==> src/rtl/fp_norm_round_if.sv <==
// Handshake bundle for fp_norm_round: operand port (in_*) and result port (out_*).
// master drives operands and out_ready; slave is the normalizer.
interface fp_norm_round_if #(
    parameter int EXP_W  = 8,
    parameter int FRAC_W = 23
);
    logic                      in_valid;
    logic                      in_ready;
    logic                      in_sign;
    logic [EXP_W-1:0]          in_exp;
    logic [FRAC_W+1:0]         in_mant;
    logic                      out_valid;
    logic                      out_ready;
    logic [EXP_W+FRAC_W:0]     out_result;
    logic                      out_zero;
    logic                      out_ovf;
    logic                      out_udf;
    logic                      out_inexact;

    modport master (
        output in_valid, in_sign, in_exp, in_mant, out_ready,
        input  in_ready, out_valid, out_result,
        input  out_zero, out_ovf, out_udf, out_inexact
    );

    modport slave (
        input  in_valid, in_sign, in_exp, in_mant, out_ready,
        output in_ready, out_valid, out_result,
        output out_zero, out_ovf, out_udf, out_inexact
    );
endinterface

==> src/rtl/fp_norm_round.sv <==
// Iterative normalizer/rounder/packer: one shift per cycle, valid/ready on both ports.
// Ports: clk, rst_n (async low), bus (fp_norm_round_if.slave). Macro FP_NORM_RNE_EN selects RNE.
module fp_norm_round #(
    parameter int EXP_W  = 8,
    parameter int FRAC_W = 23
) (
    input  logic clk,
    input  logic rst_n,
    fp_norm_round_if.slave bus
);
    localparam int MW = FRAC_W + 2;
    localparam int EW = EXP_W + 2;
    localparam int RW = 1 + EXP_W + FRAC_W;
    localparam logic [EW-1:0] EMAX = EW'((1 << EXP_W) - 1);

    typedef enum logic [1:0] {IDLE, NORM, RND, OUT} state_t;

    state_t          state, state_n;
    logic            sign, sign_n;
    logic [EW-1:0]   e, e_n;
    logic [MW-1:0]   m, m_n;
    logic            g, g_n;
    logic [RW-1:0]   res, res_n;
    logic            zero, zero_n;
    logic            ovf, ovf_n;
    logic            udf, udf_n;
    logic            inx, inx_n;

    // Rounded significand; a carry out of it is folded into the packed fraction.
    logic [MW-1:0]     mr;
    logic [EW-1:0]     er;
    logic [FRAC_W-1:0] fr;

    always_comb begin
        mr = m;
`ifdef FP_NORM_RNE_EN
        // One discarded bit: G=1 is always a tie, so round up only if odd.
        mr = m + MW'(g & m[0]);
`endif
        er = e;
        fr = mr[FRAC_W-1:0];
        if (mr[MW-1]) begin
            er = e + EW'(1);
            fr = mr[FRAC_W:1];
        end
    end

    always_comb begin
        state_n = state;
        sign_n  = sign;
        e_n     = e;
        m_n     = m;
        g_n     = g;
        res_n   = res;
        zero_n  = zero;
        ovf_n   = ovf;
        udf_n   = udf;
        inx_n   = inx;
        unique case (state)
            IDLE: begin
                if (bus.in_valid) begin
                    sign_n = bus.in_sign;
                    e_n    = EW'(bus.in_exp);
                    m_n    = bus.in_mant;
                    g_n    = 1'b0;
                    if (bus.in_mant == '0) begin
                        res_n   = {bus.in_sign, {(RW-1){1'b0}}};
                        zero_n  = 1'b1;
                        ovf_n   = 1'b0;
                        udf_n   = 1'b0;
                        inx_n   = 1'b0;
                        state_n = OUT;
                    end else begin
                        state_n = NORM;
                    end
                end
            end
            NORM: begin
                if (m[MW-1]) begin
                    m_n     = m >> 1;
                    g_n     = m[0];
                    e_n     = e + EW'(1);
                    state_n = RND;
                end else if (m[FRAC_W]) begin
                    state_n = RND;
                end else if (e <= EW'(1)) begin
                    res_n   = {sign, {(RW-1){1'b0}}};
                    zero_n  = 1'b0;
                    ovf_n   = 1'b0;
                    udf_n   = 1'b1;
                    inx_n   = 1'b1;
                    state_n = OUT;
                end else begin
                    m_n = m << 1;
                    e_n = e - EW'(1);
                end
            end
            RND: begin
                zero_n = 1'b0;
                ovf_n  = 1'b0;
                udf_n  = 1'b0;
                inx_n  = g;
                if (er == '0) begin
                    res_n = {sign, {(RW-1){1'b0}}};
                    udf_n = 1'b1;
                end else if (er >= EMAX) begin
                    res_n = {sign, {EXP_W{1'b1}}, {FRAC_W{1'b0}}};
                    ovf_n = 1'b1;
                end else begin
                    res_n = {sign, er[EXP_W-1:0], fr};
                end
                state_n = OUT;
            end
            OUT: begin
                if (bus.out_ready) state_n = IDLE;
            end
            default: state_n = IDLE;
        endcase
    end

    always_ff @(posedge clk or negedge rst_n) begin
        if (!rst_n) begin
            state <= IDLE;
            sign  <= 1'b0;
            e     <= '0;
            m     <= '0;
            g     <= 1'b0;
            res   <= '0;
            zero  <= 1'b0;
            ovf   <= 1'b0;
            udf   <= 1'b0;
            inx   <= 1'b0;
        end else begin
            state <= state_n;
            sign  <= sign_n;
            e     <= e_n;
            m     <= m_n;
            g     <= g_n;
            res   <= res_n;
            zero  <= zero_n;
            ovf   <= ovf_n;
            udf   <= udf_n;
            inx   <= inx_n;
        end
    end

    assign bus.in_ready    = (state == IDLE);
    assign bus.out_valid   = (state == OUT);
    assign bus.out_result  = res;
    assign bus.out_zero    = zero;
    assign bus.out_ovf     = ovf;
    assign bus.out_udf     = udf;
    assign bus.out_inexact = inx;
endmodule
==> src/flat_wrapper.sv <==
// flat-port wrapper written by rule: the top's interface ports become plain ports
module fp_norm_round_flat 
#(
    parameter int EXP_W  = 8,
    parameter int FRAC_W = 23
)
  (clk, rst_n, bus_in_valid, bus_in_sign, bus_in_exp, bus_in_mant, bus_out_ready, bus_in_ready, bus_out_valid, bus_out_result, bus_out_zero, bus_out_ovf, bus_out_udf, bus_out_inexact);
  fp_norm_round_if #(.EXP_W(EXP_W), .FRAC_W(FRAC_W)) bus_i ();
  input  logic clk;
  input  logic rst_n;
  input wire logic [$bits(bus_i.in_valid)-1:0] bus_in_valid;
  input wire logic [$bits(bus_i.in_sign)-1:0] bus_in_sign;
  input wire logic [$bits(bus_i.in_exp)-1:0] bus_in_exp;
  input wire logic [$bits(bus_i.in_mant)-1:0] bus_in_mant;
  input wire logic [$bits(bus_i.out_ready)-1:0] bus_out_ready;
  output wire logic [$bits(bus_i.in_ready)-1:0] bus_in_ready;
  output wire logic [$bits(bus_i.out_valid)-1:0] bus_out_valid;
  output wire logic [$bits(bus_i.out_result)-1:0] bus_out_result;
  output wire logic [$bits(bus_i.out_zero)-1:0] bus_out_zero;
  output wire logic [$bits(bus_i.out_ovf)-1:0] bus_out_ovf;
  output wire logic [$bits(bus_i.out_udf)-1:0] bus_out_udf;
  output wire logic [$bits(bus_i.out_inexact)-1:0] bus_out_inexact;
  assign bus_i.in_valid = bus_in_valid;
  assign bus_i.in_sign = bus_in_sign;
  assign bus_i.in_exp = bus_in_exp;
  assign bus_i.in_mant = bus_in_mant;
  assign bus_i.out_ready = bus_out_ready;
  assign bus_in_ready = bus_i.in_ready;
  assign bus_out_valid = bus_i.out_valid;
  assign bus_out_result = bus_i.out_result;
  assign bus_out_zero = bus_i.out_zero;
  assign bus_out_ovf = bus_i.out_ovf;
  assign bus_out_udf = bus_i.out_udf;
  assign bus_out_inexact = bus_i.out_inexact;
  fp_norm_round #(.EXP_W(EXP_W), .FRAC_W(FRAC_W)) u_core (.clk(clk), .rst_n(rst_n), .bus(bus_i));
endmodule
==> config.mk <==
export PLATFORM = sky130hd
export DESIGN_NAME = fp_norm_round_flat
export DESIGN_NICKNAME = d
export VERILOG_FILES = /design/src/rtl/fp_norm_round_if.sv /design/src/rtl/fp_norm_round.sv /design/src/flat_wrapper.sv
export SDC_FILE = /design/constraint.sdc
export NUM_CORES = 1
export LEC_CHECK = 0
export ABC_AREA = 0
export CAP_MARGIN = 10
export CELL_PAD_IN_SITES_DETAIL_PLACEMENT = 0
export CELL_PAD_IN_SITES_GLOBAL_PLACEMENT = 1
export CORE_ASPECT_RATIO = 0.7
export CORE_MARGIN = 2
export CORE_UTILIZATION = 40
export CTS_CLUSTER_DIAMETER = 40
export DETAILED_ROUTE_END_ITERATION = 6
export GPL_TIMING_DRIVEN = 1
export PLACE_DENSITY = 0.86
export SLEW_MARGIN = 20
export SYNTH_ARGS = -nofsm -noshare
export SYNTH_HDL_FRONTEND = slang
export SYNTH_SLANG_ARGS = --single-unit
export TNS_END_PERCENT = 100
==> constraint.sdc <==
create_clock -name clk -period 5.21 [get_ports clk]
set_clock_uncertainty 0.2 [all_clocks]
set_input_delay 1.563 -clock clk [delete_from_list [all_inputs] [get_ports clk]]
set_output_delay 1.563 -clock clk [all_outputs]
set_load 0.05 [all_outputs]
=== After elaboration in Yosys (flattened, before gate mapping) ===
Index checks and enable logic that the tools add are counted.

* Bits of input ports: 38
* Flip-flop bits (word level): 75
* Output and inout bits: 38

* Reductions and logical operators: 11
* Eq/ne operators: 13
* Add/sub/neg operators: 2
* $lt $le $gt $ge: 2
* Muxes and demuxes: 47

{| class="wikitable"
|+ Operator list
! cell !! number
|-
| $mux 32 || 5
|-
| $pmux 32 s3 || 1
|-
| $mux 25 || 3
|-
| $mux 31 || 2
|-
| $mux 10 || 5
|-
| $pmux 25 s2 || 1
|-
| $logic_not 25->1 || 1
|-
| $mux 24 || 1
|-
| $mux 23 || 1
|-
| $pmux 10 s2 || 1
|-
| $mux 1 || 15
|-
| $mux 2 || 6
|-
| $pmux 1 s3 || 4
|-
| $add 10x1->10 const B || 1
|-
| $ge 10x8->1 const B || 1
|-
| $le 10x1->1 const B || 1
|-
| $logic_not 10->1 || 1
|-
| $sub 10x1->10 const B || 1
|-
| $ne 2x2->1 const B || 4
|-
| $pmux 2 s4 || 1
|-
| $ne 2x1->1 const B || 3
|-
| $ne 3x2->1 const B || 2
|-
| $reduce_and 3->1 || 2
|-
| $reduce_and 6->1 || 1
|-
| other kinds (9) || 11
|}

=== Longest topological paths before layout ===
Gate-level depths: netlist of the first run.

* Word-level depth: 6
* Depth in mapped cells: 10
* Depth with buffers taken out: 8

=== Worst setup path before layout of the first run ===
OpenSTA, ideal clock, no wires.

* Path type: input to register
* Start: input port bus_in_mant[1]
* End: register u_core.inx, in the netlist u_core.bus.out_inexact
* Stages on the path: 7
* Path slack: 2.181 ns
* Path buffers: 1
* Required time: 4.863 ns
* Library setup time: 0.147 ns
* Arrival: 2.682 ns
* Path through: nor4_1 nand4_1 nor2_1 o211ai_1 clkbuf_1 nand2_1 o21ai_0

* Cells in the longest elaborated chain, start to end: 3

{| class="wikitable"
|+ RTL lines
! element !! line !! text
|-
| start: declaration || flat_wrapper.sv:14 || <nowiki>input wire logic [$bits(bus_i.in_mant)-1:0] bus_in_mant;</nowiki>
|-
| $logic_not 25->1 || fp_norm_round.sv:66 || <nowiki>if (bus.in_mant == '0) begin</nowiki>
|-
| $ne 2x1->1 (no source line) || - ||
|-
| $reduce_and 6->1 (no source line) || - ||
|-
| end signal: assignment || fp_norm_round.sv:143 || <nowiki>inx <= inx_n;</nowiki>
|-
| end: declaration || fp_norm_round.sv:27 || <nowiki>logic inx, inx_n;</nowiki>
|}

Every way passes these cells.
A chain may end at the register's enable or synchronous reset.

=== Worst setup path after layout of the first run ===
* Start: input port bus_in_mant[21]
* End: register u_core.res[0], in the netlist u_core.bus.out_result[0]

* Cells in the longest elaborated chain, start to end: 3

{| class="wikitable"
|+ RTL lines
! element !! line !! text
|-
| $logic_not 25->1 || fp_norm_round.sv:66 ||
|-
| $ne 2x1->1 (no source line) || - ||
|-
| $reduce_and 6->1 (no source line) || - ||
|-
| end signal: assignment || fp_norm_round.sv:139 || <nowiki>res <= res_n;</nowiki>
|-
| end: declaration || fp_norm_round.sv:23 || <nowiki>logic [RW-1:0] res, res_n;</nowiki>
|}

Every way passes these cells.

==> flow_summary.ini, run 1 <==
[worst_setup_path]
crit_path_start = bus_in_mant[21]
endpoint_kind = flip-flop
path_cells = clkdlybuf4s50_1 -> nor4_1 -> nand3_1 -> nor2_1 -> o211a_1 -> nand4_4 -> o21ai_0
worstPathArrival_ps = 3980
r2r_setup_slack_ps = 1900
r2r-end = u_core.bus.out_result[1]$_DFFE_PN0P_
r2r-start = u_core.m[24]$_DFFE_PN0P_
crit_path_start_kind = primary input
cpMaxStageDelayCell = nor4_1
cp_max_fo = 23
cp-endpoint = u_core.bus.out_result[0]$_DFFE_PN0P_
worstSetupPathType = primary input to flip-flop
worst_path_largest_cell_delay_ps = 480
required_ps = 5260
worst-r2r-cell-count = 7

[placement]
post-place-ws_ps = 991
place_hpwl_um = 8950
place_congestion = 0.933
portBuffers = 75
dpl_cell_area_um2 = 5390
placed_cells = 698

[finish]
final_area_um2 = 5680
instances_no_fill = 714
num_antenna_cells = 0
drive_gt1_share_pct = 14.3
final_nets = 603
synthToLayoutAreaGrowth_pct = 23.1

[synthesis]
synth-edff-count = 0
syn-instance-count = 502
syn_avg_cell_area_um2 = 9.18
synthDominantCellAreaShare_pct = 40.7
ys.warnings.count = 0
synthDistinctLibCells = 61
netlist_top_cells_area = dfrtp_1 41%, mux2_2 6.1%, nand2_1 5.7%
synth_ff_type = dfrtp_1
synth_nets = 549
synth_top_cell_by_area = dfrtp_1
syn-cell-area_um2 = 4610
ys_seq_area_share_pct = 40.7
synth-seq-cells = 75
postSynth.asyncResetShare_pct = 100

[drt]
final_antenna_net_count = 0
drc_errors = 0
drt_wl_total_um = 12800
drt-wirelength-per-cell_um = 17.9
drtIter0Drc = 352
avgViaCountPerCell = 5.67
dr.pass1.iters = 5
vias = 4050

[cts]
cts_tree = built
clk_latency_ps = 340
hold_buffers = 0
cts-resized-gates = 0
root_buffer = clkbuf_16
clock_path_buffers = 2
clk_transition_reported_paths_ps = 60
clock_sinks = 75
numCtsBuffers = 9
h-tree-depth = 3
cts_setup_buffers = 0

[floorplan]
die_h_um = 93.8
die-area_um2 = 12400
num_rows = 32
core-area_um2 = 11100
ios = 76
fp.dieW_um = 132
initial_core_util_pct = 41.4

[timing]
hold_viol_final = 0
finalSetupViolations = 0
slew_headroom_pct = 28.9
period_share_pct = 75.5
maxSlewViolCount = 0
whs_ps = 273
setup-tns-final_ps = 0
max_freq_mhz = 254
rsz0062_at_grt = false
setup_ws_ps = 1280
fin_crit_ps = 3930
worst_slew_pin_slew_ps = 1070

[global_routing]
grt_max_degree = 76
grt_pass1_vias = 3810
antenna_found_initial = 0
grt_overflow = 0
grt_pass1_wl_um = 20600
grt_usage_pct = 21.1

[worst_hold_path]
hold_class = flip-flop to flip-flop

[flow_run]
cap_violations = 0

[power_and_ir_drop]
ir_drop_uv = 304
p_leak_nw = 2.26
power.density_nw_per_um2 = 739

[status]
outcome = finished, final reports clean
==> critical path: cells and delay by family <==
family | cells | cell delay (ps)
AO/OA/AOI/OAI | 2 | 590
buffers and inverters | 1 | 430
AND/OR/NAND/NOR | 4 | 1400
==> placed cells by master (no fill, tap or decap), types with 7 or more instances in the layout <==
cell type         n
ha_1              9
a21oi_1          17
clkbuf_16         9
nor2_1           57
inv_1            14
a221oi_1         21
nand2_1          70
mux2_2           25
dfrtp_1          74
clkdlybuf4s50_1  74
mux2i_1          26
buf_4             7
nand3_1           8
o21ai_0          32
xnor2_1           8
o21ai_2          20
nor4_1            7
==> area by class of cell <==
class,count,area [um2]
Clock buffer,11,253
Multi-Input combinational cell,374,2470
Sequential cell,75,1880
Fill cell,1039,5450
Clock inverter,5,36.3
Tap cell,153,191
Timing Repair Buffer,81,793
Inverter,15,56.3
==> per-stage QoR <==
stage / power (mW) / utilization, %
2_1_floorplan: 2.91 / -
3_3_place_gp: 3.53 / 48.4
3_5_place_dp: 3.57 / 48.4
4_1_cts: 4.19 / 51.0
5_1_grt: 4.48 / 51.0
6_report: 4.20 / 51.0
==> layer usage <==
metal / vias to the layer above / GRT usage (%) / share of wire [%] / wire length (um)
met5: - / 0 / 0 / 0
met4: 0 / 6.72 / 1.5 / 195
met3: 19 / 5.12 / 8.2 / 1050
met1: 1937 / 32.4 / 51 / 6460
li1: 1922 / - / - / -
met2: 172 / 28.5 / 40 / 5080
==> how the worst min path moves through the flow <==
| stage | start | endpoint | slack (ps) | cells after the start |
|---|---|---|---|---|
| after floorplan | u_core.sign$_DFFE_PN0P_ | u_core.sign$_DFFE_PN0P_ | 280 | 1 |
| after global placement | u_core.bus.out_result[7]$_DFFE_PN0P_ | u_core.bus.out_result[7]$_DFFE_PN0P_ | 260 | 2 |
| after detailed placement | u_core.bus.out_result[7]$_DFFE_PN0P_ | u_core.bus.out_result[7]$_DFFE_PN0P_ | 270 | 2 |
| after CTS | u_core.bus.out_result[7]$_DFFE_PN0P_ | u_core.bus.out_result[7]$_DFFE_PN0P_ | 280 | 2 |
| after global routing | u_core.bus.out_result[27]$_DFFE_PN0P_ | u_core.bus.out_result[27]$_DFFE_PN0P_ | 290 | 1 |
| final | u_core.bus.out_result[7]$_DFFE_PN0P_ | u_core.bus.out_result[7]$_DFFE_PN0P_ | 270 | 2 |
==> where the power goes <==
| group | leakage [nW] | switching [mW] | total, mW | internal [mW] |
|---|---|---|---|---|
| clock network | 0.134 | 0.256 | 0.605 | 0.349 |
| logic | 1.18 | 1.53 | 2.42 | 0.886 |
| registers | 0.946 | 0.326 | 1.17 | 0.848 |
| total | 2.26 | 2.11 | 4.20 | 2.08 |
==> cell usage after synthesis, types with 3 or more instances <==
master	number
o22ai_1	6
nor2_1	57
a221oi_1	21
nor4_1	7
clkbuf_1	19
ha_1	9
a31oi_1	4
mux2_2	25
buf_4	5
nand3_1	8
and4_1	4
o21ai_2	20
o21a_1	3
mux2i_1	26
nand2_1	70
a21o_1	3
a21oi_1	17
buf_2	11
dfrtp_1	75
inv_1	14
o21ai_0	32
a21boi_0	3
nor3_1	6
xnor2_1	8
==> sequential cells by signal, indices dropped and copies added (netlist names) <==
| signal | flops |
|---|---|
| u_core.m | 25 |
| u_core.bus.out_udf | 1 |
| u_core.bus.out_inexact | 1 |
| u_core.bus.out_result | 32 |
| u_core.state | 2 |
| u_core.bus.out_zero | 1 |
| u_core.sign | 1 |
| u_core.bus.out_ovf | 1 |
| u_core.g | 1 |
| u_core.e | 10 |
==> cell families after synthesis <==
| kind of cell | synth area share, % |
|---|---|
| xor+xnor | 1.90 |
| fa+ha+maj | 2.44 |
| flops | 40.7 |
| buf+inv | 5.73 |
| compound gates | 20.5 |
| simple gates | 17.0 |
| mux | 11.8 |
Power figures use the tool's default switching activity.
==> run 2: changes to the inputs <==
Clock period 5.21 ns to 4.09 ns, I/O delays scaled along.
==> run 2 against run 1 <==
Largest cell class unchanged. Sequential power increased by 27%. Wire length decreased by 2.8%. Clock power rose by 44%. Flip-flop and latch count did not move. Design area is 1.2% higher. Combinational power is 28% higher.
==> flow_summary.ini, run 2 (synthesis gave the netlist of run 1 again) <==
[cts]
clk_transition_reported_paths_ps = 60
clock_path_buffers = 2
clk_latency_ps = 340
cts_setup_buffers = 0
hold_buffers = 0
clock_sinks = 75
cts_tree = built
h-tree-depth = 3
numCtsBuffers = 9
cts-resized-gates = 0
root_buffer = clkbuf_16

[power_and_ir_drop]
comb_power_share_pct = 56.8
p_clk_share_pct = 15.9
switchingPower_mw = 2.67
ir_drop_uv = 367
power.total_mw = 5.45
p_leak_nw = 2.31
power.density_nw_per_um2 = 949
p_sw_share_pct = 49.0
seqPwrFrac_pct = 27.3
intPower_mw = 2.78

[placement]
post-place-ws_ps = 550
dpl_cell_area_um2 = 5420
portBuffers = 75
place_congestion = 0.905
placed_cells = 702
place_hpwl_um = 8980

[finish]
final_nets = 607
largest_register_ffs = 32
final_util_pct = 51.6
final_cell_mix = 74 x clkdlybuf4s50_1, 74 x dfrtp_1, 70 x nand2_1, 57 x nor2_1, 32 x o21ai_0
final_area_um2 = 5740
instances_no_fill = 718
synthToLayoutAreaGrowth_pct = 24.6
drive_gt1_share_pct = 14.9
num_antenna_cells = 0

[drt]
vias = 3965
wl_met3_um = 849
drc_errors = 0
top_layer_used = met4
dr_wl_met2_um = 5060
drt_wl_total_um = 12400
final_antenna_net_count = 0
drtIter0Drc = 346
avgViaCountPerCell = 5.52
dr.pass1.iters = 5
drt-met1-wl_um = 6380
drt-wirelength-per-cell_um = 17.3

[worst_setup_path]
worstSetupPathType = flip-flop to output port
cp_top_family = buffers and inverters
endpoint_kind = output port
cpMaxStageDelayCell = clkdlybuf4s50_1
cp_max_fo = 6
path_cells = inv_1 -> ha_1 -> clkdlybuf4s50_1
critical_path_buf_inv_count = 2
crit_path_start_kind = flip-flop
worst_path_largest_cell_delay_ps = 860
required_ps = 2660
worstPathArrival_ps = 2060

[timing]
hold_viol_final = 0
setup-tns-final_ps = 0
period_share_pct = 85.2
whs_ps = 278
fin_crit_ps = 3480
worst_slew_pin_slew_ps = 959
slew_headroom_pct = 36.1
finalSetupViolations = 0
setup_ws_ps = 606
rsz0062_at_grt = false
max_freq_mhz = 287
maxSlewViolCount = 0

[flow_run]
cap_violations = 0

[global_routing]
grt_usage_pct = 21.2
grt_pass1_vias = 3815
grt_overflow = 0
grt_pass1_wl_um = 20700
antenna_found_initial = 0
grt_max_degree = 76

[floorplan]
die_h_um = 93.8
core-area_um2 = 11100
fp.dieW_um = 132
ios = 76
num_rows = 32
initial_core_util_pct = 41.4
die-area_um2 = 12400

[status]
outcome = finished, final reports clean

[worst_hold_path]
hold_class = flip-flop to flip-flop
## run 2: area by class of cell
cell class	instances	area, um2
fillers	1060	5390
inverters	15	56.3
clock buffers	9	225
well taps	153	191
clock inverters	7	100
flip-flops and latches	75	1880
multi-input cells	374	2470
repair buffers	85	823
## run 2: routing by layer
metal | GRT usage (%) | vias up
li1 | - | 1929
met1 | 32.6 | 1896
met2 | 29.6 | 130
met3 | 4.91 | 10
met4 | 5.56 | 0
met5 | 0 | -
## run 2: final timing paths
path	startpoint	end	slack, ps	cells past startpoint
worst max-delay path	u_core.state[0]$_DFFE_PN0P_	bus_in_ready	610	3
worst min-delay path	u_core.bus.out_result[8]$_DFFE_PN0P_	u_core.bus.out_result[8]$_DFFE_PN0P_	280	2
worst max register to register	u_core.e[1]$_DFFE_PN0P_	u_core.bus.out_result[0]$_DFFE_PN0P_	1170	8
worst min register to register	u_core.bus.out_result[8]$_DFFE_PN0P_	u_core.bus.out_result[8]$_DFFE_PN0P_	280	2
max in group asynchronous	rst_n	u_core.m[24]$_DFFE_PN0P_	2190	1
min in group asynchronous	rst_n	u_core.bus.out_result[11]$_DFFE_PN0P_	840	1
## run 2: power groups by stage
stage | sequential, mW | combinational [mW] | clock, mW
6_report | 1.49 | 3.10 | 0.869
5_1_grt | 1.55 | 3.38 | 0.915
4_1_cts | 1.48 | 3.09 | 0.888
3_5_place_dp | 1.49 | 3.08 | 0
3_3_place_gp | 1.47 | 3.03 | 0
2_1_floorplan | 1.78 | 1.92 | 0
## run 2: worst register-to-register path, delay by kind of cell, from the launching register on
family                     cells  cell delay, ps
adders and majority gates      1             290
DFF                            1             530
muxes                          1             450
buffers and inverters          1             360
and+or+nand+nor                3             640
AOI/OAI and AO/OA              2             320
==> run 3: changes to the inputs <==
Settings changed: PLACE_DENSITY 0.86 to 0.76.
==> run 3 against run 2 <==
Clock power barely moved. Power fell by 0.47%. Worst hold slack got worse by 1.3 ps. Sequential power barely moved. Highest routed layer unchanged. Critical path type unchanged. Via count rose by 1.1%. Setup slack improved by 37 ps.
==> flow_summary.ini, run 3 (synthesis gave the netlist of run 1 again) <==
[finish]
instances_no_fill = 717
final_util_pct = 51.5
num_antenna_cells = 0
final_cell_mix = 74 x clkdlybuf4s50_1, 74 x dfrtp_1, 70 x nand2_1, 57 x nor2_1, 32 x o21ai_0
largest_register_ffs = 32
multi_input_area_um2 = 2470
fillers = 1108
final_nets = 606
seq_area_um2 = 1880
drive_gt1_share_pct = 14.7
synthToLayoutAreaGrowth_pct = 24.4

[timing]
rsz0062_at_grt = false
hold_viol_final = 0
worst_slew_pin_slew_ps = 980
setup-tns-final_ps = 0
maxSlewViolCount = 0
max_freq_mhz = 290
period_share_pct = 84.3
whs_ps = 277
slew_headroom_pct = 34.7
finalSetupViolations = 0
fin_crit_ps = 3450

[worst_setup_path]
cp_max_fo = 6
crit_path_start_kind = flip-flop
path_cells = inv_1 -> ha_1 -> clkdlybuf4s50_1
endpoint_kind = output port
required_ps = 2660
r2r-start = u_core.e[1]$_DFFE_PN0P_
worstSetupPathType = flip-flop to output port
cpMaxStageDelayCell = clkdlybuf4s50_1
crit_path_start = u_core.state[0]$_DFFE_PN0P_
worst-r2r-cell-count = 8
worst_path_largest_cell_delay_ps = 850
r2r_setup_slack_ps = 1050
worstPathArrival_ps = 2020

[placement]
portBuffers = 75
placed_cells = 701
place_congestion = 0.885
place_hpwl_um = 8770

[flow_run]
cap_violations = 0

[cts]
cts_tree = built
h-tree-depth = 3
numCtsBuffers = 9
root_buffer = clkbuf_16
clk_latency_ps = 330
hold_buffers = 0
cts_setup_buffers = 0
clock_sinks = 75
cts-resized-gates = 0
clock_path_buffers = 2
clk_transition_reported_paths_ps = 60

[floorplan]
fp.dieW_um = 132
ios = 76
initial_core_util_pct = 41.4
core-area_um2 = 11100
die-area_um2 = 12400
die_h_um = 93.8
num_rows = 32

[global_routing]
grt_pass1_wl_um = 20500
grt_pass1_vias = 3886
grt_overflow = 0
grt_usage_pct = 20.8
grt_max_degree = 76
antenna_found_initial = 0

[drt]
avgViaCountPerCell = 5.59
drc_errors = 0
drt-wirelength-per-cell_um = 17.4
final_antenna_net_count = 0
drt_wl_total_um = 12500
vias = 4009
drtIter0Drc = 374
dr.pass1.iters = 6

[power_and_ir_drop]
ir_drop_uv = 480
p_leak_nw = 2.30
power.density_nw_per_um2 = 946
power.total_mw = 5.42

[worst_hold_path]
hold_depth = 2
hold_class = flip-flop to flip-flop
min_from = u_core.bus.out_result[23]$_DFFE_PN0P_

[status]
outcome = finished, final reports clean
## run 3: cell count changes in the layout (fill, tap and decap cells not counted), sizes merged
cell,change
clkinv,-2
buf,-1
inv,+1
clkinvlp,+1
## run 3: cell type report
class | count | area share (%)
Clock buffer | 9 | 3.93
Clock inverter | 7 | 1.72
Inverter | 15 | 0.982
Multi-Input combinational cell | 374 | 43.1
Sequential cell | 75 | 32.7
Tap cell | 153 | 3.34
Timing Repair Buffer | 84 | 14.2
## run 3: worst paths after layout
path	endpoint
max	bus_in_ready
min	u_core.bus.out_result[23]$_DFFE_PN0P_
max reg2reg	u_core.bus.out_result[1]$_DFFE_PN0P_
min reg2reg	u_core.bus.out_result[23]$_DFFE_PN0P_
max in group asynchronous	u_core.m[24]$_DFFE_PN0P_
min in group asynchronous	u_core.e[3]$_DFFE_PN0P_
## run 3: worst max-delay path: cells and delay by family (launching register included)
kind       cells  cell delay (ps)
flops          1              440
fa+ha+maj      1              290
buf+inv        2              960
## run 3: layer usage
layer,routed length [um],GRT usage [%],vias to the layer above
met1,6370,31.3,1950
li1,-,-,1917
met4,91,5.20,0
met5,0,0,-
met2,5290,29.8,134
met3,759,4.58,8
## run 3: through the flow
step,cell area (um2),setup WS (ps)
after floorplan,4610,1400
after CTS,5740,633
final,5740,643
after global placement,5410,358
after detailed placement,5410,321
after global routing,5740,524
## run 3: power by group
part	internal, mW	switching [mW]
combinational	1.15	1.92
clock	0.539	0.332
sequential	1.08	0.398
total	2.77	2.65
